==> src/rtl/fcc_way_arbiter.sv <==
// Per-way command gate with round-robin NAND bus arbitration, keep_wait generation and PHY pin mux.
// Optional LOCK watchdog enabled by defining FCC_ARB_WATCHDOG_EN.
module fcc_way_arbiter #(
  parameter int unsigned CH_NUM       = 4,
  parameter int unsigned LOCK_TIMEOUT = 1023
) (
  input  logic                  usr_clk,
  input  logic                  usr_rst,
  input  logic [CH_NUM-1:0]     i_sched_valid,
  output logic [CH_NUM-1:0]     o_sched_ready,
  output logic [CH_NUM-1:0]     o_exec_valid,
  input  logic [CH_NUM-1:0]     i_exec_ready,
  input  logic [2*CH_NUM-1:0]   i_exec_status,
  output logic [CH_NUM-1:0]     o_keep_wait,
  input  logic [CH_NUM-1:0]     i_io_busy,
  input  logic [CH_NUM-1:0]     i_ce_n,
  input  logic [CH_NUM-1:0]     i_we_n,
  input  logic [CH_NUM-1:0]     i_cle,
  input  logic [CH_NUM-1:0]     i_ale,
  input  logic [CH_NUM-1:0]     i_wp_n,
  input  logic [CH_NUM-1:0]     i_dqs_tri_en,
  input  logic [CH_NUM-1:0]     i_dq_tri_en,
  input  logic [4*CH_NUM-1:0]   i_re,
  input  logic [4*CH_NUM-1:0]   i_dqs,
  input  logic [32*CH_NUM-1:0]  i_dq,
  output logic [CH_NUM-1:0]     o_ce_n,
  output logic                  o_we_n,
  output logic                  o_cle,
  output logic                  o_ale,
  output logic                  o_wp_n,
  output logic                  o_dqs_tri_en,
  output logic                  o_dq_tri_en,
  output logic [3:0]            o_re,
  output logic [3:0]            o_dqs,
  output logic [31:0]           o_dq,
  output logic                  o_bus_conflict,
  output logic [CH_NUM-1:0]     o_timeout
);

  localparam int unsigned GW = (CH_NUM > 1) ? $clog2(CH_NUM) : 1;

  typedef enum logic [1:0] {StIdle, StWait, StLock, StFin} state_e;

  state_e            state_q [CH_NUM];
  state_e            state_d [CH_NUM];
  logic [CH_NUM-1:0] exec_valid_q, exec_valid_d;
  logic [CH_NUM-1:0] keep_wait_d;
  logic [GW-1:0]     last_grant_q, last_grant_d;
  logic [GW-1:0]     owner_q, owner_d;
  logic [GW-1:0]     grant_idx;
  logic              grant_vld;
  logic              any_lock;
  int unsigned       rr_idx;

`ifdef FCC_ARB_WATCHDOG_EN
  localparam int unsigned CntW = $clog2(LOCK_TIMEOUT + 1);
  logic [CntW-1:0]   lock_cnt_q [CH_NUM];
  logic [CntW-1:0]   lock_cnt_d [CH_NUM];
  logic [CH_NUM-1:0] timeout_q, timeout_d;
  assign o_timeout = timeout_q;
`else
  logic unused_lock_timeout;
  assign unused_lock_timeout = ^LOCK_TIMEOUT;
  assign o_timeout = '0;
`endif

  assign o_exec_valid = exec_valid_q;

  // Grants are withheld while any channel holds the bus command path.
  always_comb begin
    any_lock  = 1'b0;
    grant_vld = 1'b0;
    grant_idx = '0;
    rr_idx    = 0;
    for (int k = 0; k < CH_NUM; k++) begin
      if (state_q[k] == StLock) any_lock = 1'b1;
    end
    for (int i = 1; i <= CH_NUM; i++) begin
      rr_idx = (int'(last_grant_q) + i) % CH_NUM;
      if (!grant_vld && !any_lock && state_q[rr_idx] == StWait) begin
        grant_vld = 1'b1;
        grant_idx = GW'(rr_idx);
      end
    end
  end

  always_comb begin
    exec_valid_d = exec_valid_q;
    last_grant_d = grant_vld ? grant_idx : last_grant_q;
`ifdef FCC_ARB_WATCHDOG_EN
    timeout_d = timeout_q;
`endif
    for (int k = 0; k < CH_NUM; k++) begin
      state_d[k] = state_q[k];
`ifdef FCC_ARB_WATCHDOG_EN
      lock_cnt_d[k] = lock_cnt_q[k];
`endif
      case (state_q[k])
        StIdle: if (i_sched_valid[k]) state_d[k] = StWait;
        StWait: begin
          if (grant_vld && grant_idx == GW'(k)) begin
            state_d[k]      = StLock;
            exec_valid_d[k] = 1'b1;
`ifdef FCC_ARB_WATCHDOG_EN
            lock_cnt_d[k]   = '0;
`endif
          end
        end
        StLock: begin
`ifdef FCC_ARB_WATCHDOG_EN
          lock_cnt_d[k] = lock_cnt_q[k] + 1'b1;
`endif
          if (!i_exec_ready[k]) begin
            state_d[k]      = StFin;
            exec_valid_d[k] = 1'b0;
          end
`ifdef FCC_ARB_WATCHDOG_EN
          // Counter reaches LOCK_TIMEOUT on this edge: abandon and re-arbitrate.
          else if (lock_cnt_q[k] == CntW'(LOCK_TIMEOUT - 1)) begin
            state_d[k]      = StWait;
            exec_valid_d[k] = 1'b0;
            timeout_d[k]    = 1'b1;
          end
`endif
        end
        StFin:   if (i_exec_ready[k]) state_d[k] = StIdle;
        default: state_d[k] = StIdle;
      endcase
    end
  end

  always_comb begin
    keep_wait_d = '0;
    for (int k = 0; k < CH_NUM; k++) begin
      for (int j = 0; j < CH_NUM; j++) begin
        if (j != k && i_exec_status[2*j +: 2] == 2'h1) keep_wait_d[k] = 1'b1;
      end
    end
  end

  // Lowest busy channel owns the pins; with none busy the last owner is kept.
  always_comb begin
    owner_d = owner_q;
    for (int k = CH_NUM - 1; k >= 0; k--) begin
      if (i_io_busy[k]) owner_d = GW'(k);
    end
  end

  always_ff @(posedge usr_clk) begin
    if (usr_rst) begin
      for (int k = 0; k < CH_NUM; k++) state_q[k] <= StIdle;
      exec_valid_q   <= '0;
      last_grant_q   <= GW'(CH_NUM - 1);
      owner_q        <= '0;
      o_sched_ready  <= '0;
      o_keep_wait    <= '0;
      o_bus_conflict <= 1'b0;
      o_ce_n         <= '1;
      o_we_n         <= 1'b1;
      o_cle          <= 1'b0;
      o_ale          <= 1'b0;
      o_wp_n         <= 1'b1;
      o_re           <= 4'hf;
      o_dqs_tri_en   <= 1'b0;
      o_dqs          <= 4'hf;
      o_dq_tri_en    <= 1'b1;
      o_dq           <= '0;
    end else begin
      for (int k = 0; k < CH_NUM; k++) begin
        state_q[k]       <= state_d[k];
        o_sched_ready[k] <= (state_q[k] == StIdle) && !i_sched_valid[k];
      end
      exec_valid_q   <= exec_valid_d;
      last_grant_q   <= last_grant_d;
      owner_q        <= owner_d;
      o_keep_wait    <= keep_wait_d;
      o_bus_conflict <= o_bus_conflict | ((i_io_busy & (i_io_busy - 1'b1)) != '0);
      o_ce_n         <= i_ce_n;
      o_we_n         <= i_we_n[owner_d];
      o_cle          <= i_cle[owner_d];
      o_ale          <= i_ale[owner_d];
      o_wp_n         <= i_wp_n[owner_d];
      o_re           <= i_re[4*owner_d +: 4];
      o_dqs_tri_en   <= i_dqs_tri_en[owner_d];
      o_dqs          <= i_dqs[4*owner_d +: 4];
      o_dq_tri_en    <= i_dq_tri_en[owner_d];
      o_dq           <= i_dq[32*owner_d +: 32];
    end
  end

`ifdef FCC_ARB_WATCHDOG_EN
  always_ff @(posedge usr_clk) begin
    if (usr_rst) begin
      for (int k = 0; k < CH_NUM; k++) lock_cnt_q[k] <= '0;
      timeout_q <= '0;
    end else begin
      for (int k = 0; k < CH_NUM; k++) lock_cnt_q[k] <= lock_cnt_d[k];
      timeout_q <= timeout_d;
    end
  end
`endif

endmodule
==> config.mk <==
export PLATFORM = sky130hd
export DESIGN_NAME = fcc_way_arbiter
export DESIGN_NICKNAME = d
export VERILOG_FILES = /design/src/rtl/fcc_way_arbiter.sv
export SDC_FILE = /design/constraint.sdc
export NUM_CORES = 1
export LEC_CHECK = 0
export CORE_ASPECT_RATIO = 0.75
export CORE_UTILIZATION = 34
export DETAILED_ROUTE_END_ITERATION = 10
export PLACE_DENSITY_LB_ADDON = 0.2
export SYNTH_ARGS = -nofsm -noshare
export SYNTH_HDL_FRONTEND = slang
export SYNTH_SLANG_ARGS = --single-unit
==> constraint.sdc <==
create_clock -name usr_clk -period 2.7 [get_ports usr_clk]
set_input_delay 0.54 -clock usr_clk [delete_from_list [all_inputs] [get_ports usr_clk]]
set_output_delay 0.54 -clock usr_clk [all_outputs]
set_load 0.02 [all_outputs]
==> metrics.txt <==
DIE AREA=13450 µm²; pwr dens=around 670 nW/µm²; num ports=roughly 280; ys flop type=dfxtp_1; Setup Skew=0.006360 ns; proportion of power drawn by combinational gates=0.489; CP max stage delay=0.49 ns; Pwr Total=0.005250 W; average cell area after synthesis=between 10 and 15 µm²; Sw Share=0.3453; ANT nets after route=0; Num Clock Sinks=77; status=finished, final reports clean; kind of critical path=reg -> reg; cell count after synthesis=between 300 and 400; Layout area overhead=78.27%; Net count, final=roughly 900; max-cap violation count=0; Critical Path RT=2.96 ns; post-synthesis cell type count=54; routability cong.=~0.95; DR DRC count=0; PortBufs=272; CP Launch Type=flip-flop; CTS Buf Count=9; Max FO, Critical Path=6; Mapped Area=between 4000 and 5000 µm²; Critical Path AT=~2.8 ns; layout cells sized above 1=0.1809; most frequent cells in the layout=clkdlybuf4s50_1 (272), dfxtp_1 (76), mux4_2 (50); Reg2Reg Setup Slack=between 0.1 and 0.15 ns; vias in the first global route=approximately 4400; post-route cell area=around 8000 µm²; Setup-failing EPs final=0; final hold vios=0; hold buffers post-CTS=0; Seq cells post-synth=77; Slowest-stage cell, CP=or3b_2; worst vdd ir=around 380 µV; critical path endpoint category=flip-flop; largest net degree at the start of global routing=32; sequential area share after synthesis=0.3491; clock share of power=0.236; core area=roughly 12000 µm²; Leak=3.011 nW; H-tree levels=3; Placement Cell Area=approximately 7500 µm²; worst-margin pin slew=~0.79 ns; Die Ht=100.7 µm; commonest non-fill, non-tap cell in the layout=clkdlybuf4s50_1; Fmax=390.4 MHz; Via density=a little over 5; Clock Latency Late Sink=0.33 ns; DR iter-0 viols=148; Post-synth EDFFs=0; Clock Tree Root=clkbuf_16; Final period util=0.9487; Synth Warn #=0; DRT Wirelength=~16 mm; GRT Residual Overflow=0; gr usage total=0.2322; Ant. Diodes=0; Tmin final=roughly 2.6 ns; internal power=roughly 0.0034 W; global-route wire length before repair=between 20 and 25 mm; CTS tree=yes; WL/cell=approximately 18 µm; Psw=around 0.0018 W; Starting Density=0.3538; clock transition at the registers of the reported paths=about 0.060 ns; max-slew violations=0; clk buf depth=2; 1st-pass router iterations=5; initial antenna violation count=0; Die W=around 130 µm; worst rel slew slack=0.4581; Reg power frac=0.275; crit path cell chain=inv_1 -> ha_1 -> nor4_4 -> nand2_2 -> o31ai_1 -> a211oi_1 -> or3b_2 -> a21oi_1; Rows=35; dpl hpwl=roughly 13 mm; vias=between 4000 and 5000; worst hold path class=reg -> reg; Async S/R FF share, synth=0
-- Yosys cell counts, types with 3 or more instances --
cell type,count,area share
buf_2,3,0.0034
or3_1,3,0.0043
ha_1,20,0.057
o31ai_1,3,0.0051
nor2_1,22,0.019
nor3_1,4,0.0045
nor3b_1,7,0.012
inv_1,15,0.013
mux2i_1,6,0.014
a21oi_1,13,0.015
and2_1,38,0.054
clkbuf_1,14,0.012
dfxtp_1,77,0.35
buf_1,3,0.0026
nand4_1,5,0.0071
a211oi_1,5,0.0085
or2_2,16,0.023
mux4_2,50,0.26
or4_1,3,0.0051
a2111oi_0,3,0.0060
o21ai_0,12,0.014
buf_4,4,0.0068
nand2_1,16,0.014
nand3_1,6,0.0068
nand2b_1,10,0.014
a31oi_1,3,0.0043
-- registers in the layout, summed over array words and instances (netlist names), 2 cells and up, named ones only --
name	count
o_keep_wait	4
o_sched_ready	4
o_exec_valid	4
state_q	8
o_dqs	4
owner_q	2
o_ce_n	4
last_grant_q	2
o_re	4
o_dq	32
-- power by group through the flow --
stage	Sequential [W]	Clock, W	Combinational [W]
3_3_place_gp	0.00145	0	0.00242
5_1_grt	0.00147	0.00134	0.00279
2_1_floorplan	0.00156	0	0.00135
6_report	0.00144	0.00124	0.00257
3_5_place_dp	0.00146	0	0.00245
4_1_cts	0.00144	0.00128	0.00248
-- final cells by class --
| cell class | count | area (µm²) |
|---|---|---|
| multi-input combinational | 282 | 2760 |
| fill | 992 | 4609 |
| tap | 166 | 207.7 |
| inverter | 16 | 60.06 |
| sequential | 77 | 1543 |
| timing repair buffer | 302 | 2998 |
| clock buffer | 9 | 225.2 |
| clock inverter | 5 | 77.57 |
-- critical path: cells and delay by family, from the launching register on --
kind                       cells  cell delay (ns)
and+or+nand+nor                3             1.03
AOI/OAI and AO/OA              3             0.74
DFF                            1             0.37
adders and majority gates      1             0.25
buffers and inverters          1             0.09
-- cells by family (layout without fill, tap and decap cells) --
family | after synthesis | count (layout) | synth area share
other cells | 1 | 4 | 0.0008493
buf+inv | 42 | 332 | 0.04335
simple gates | 143 | 143 | 0.1865
mux | 56 | 56 | 0.2686
flops | 77 | 77 | 0.3491
fa+ha+maj | 20 | 20 | 0.05667
xor+xnor | 1 | 1 | 0.001984
compound gates | 58 | 58 | 0.09295
-- metrics by stage --
step                      utilization  hold WS (ns)  std cells  worst slack [ns]  setup TNS, ns
final                          0.6307        0.4901        857            0.1385              0
after global routing           0.6307        0.5292        857         -0.002261      -0.002261
after CTS                      0.6276        0.4968        856            0.1209              0
after detailed placement       0.6029        0.4661        842         -0.005770      -0.005770
after global placement         0.6029        0.4753        842            0.1351              0
after floorplan                     -        0.4831        401           0.03134              0
-- repair_timing --
item	4_1_cts	5_1_grt
gates resized for setup	1	4
hold endpoints to repair	0	0
setup buffers	0	1
pin swaps	1	2
setup endpoints to repair	2	1
-- per-layer routing --
layer	vias up	global-route usage	wire (µm)
li1	2050	-	-
met5	-	0	0
met1	2069	0.2886	6258
met2	236	0.4010	7942
met4	0	0.05682	187
met3	17	0.06335	1337
-- final timing paths --
check                  start              end  cells past startpoint
min reg2reg  o_exec_valid[3]  o_exec_valid[3]                      2
max            state_q[0][0]    state_q[3][1]                      8
min          o_exec_valid[3]  o_exec_valid[3]                      2
max reg2reg    state_q[0][0]    state_q[3][1]                      8
No activity file was read; power rests on OpenSTA's default activity.
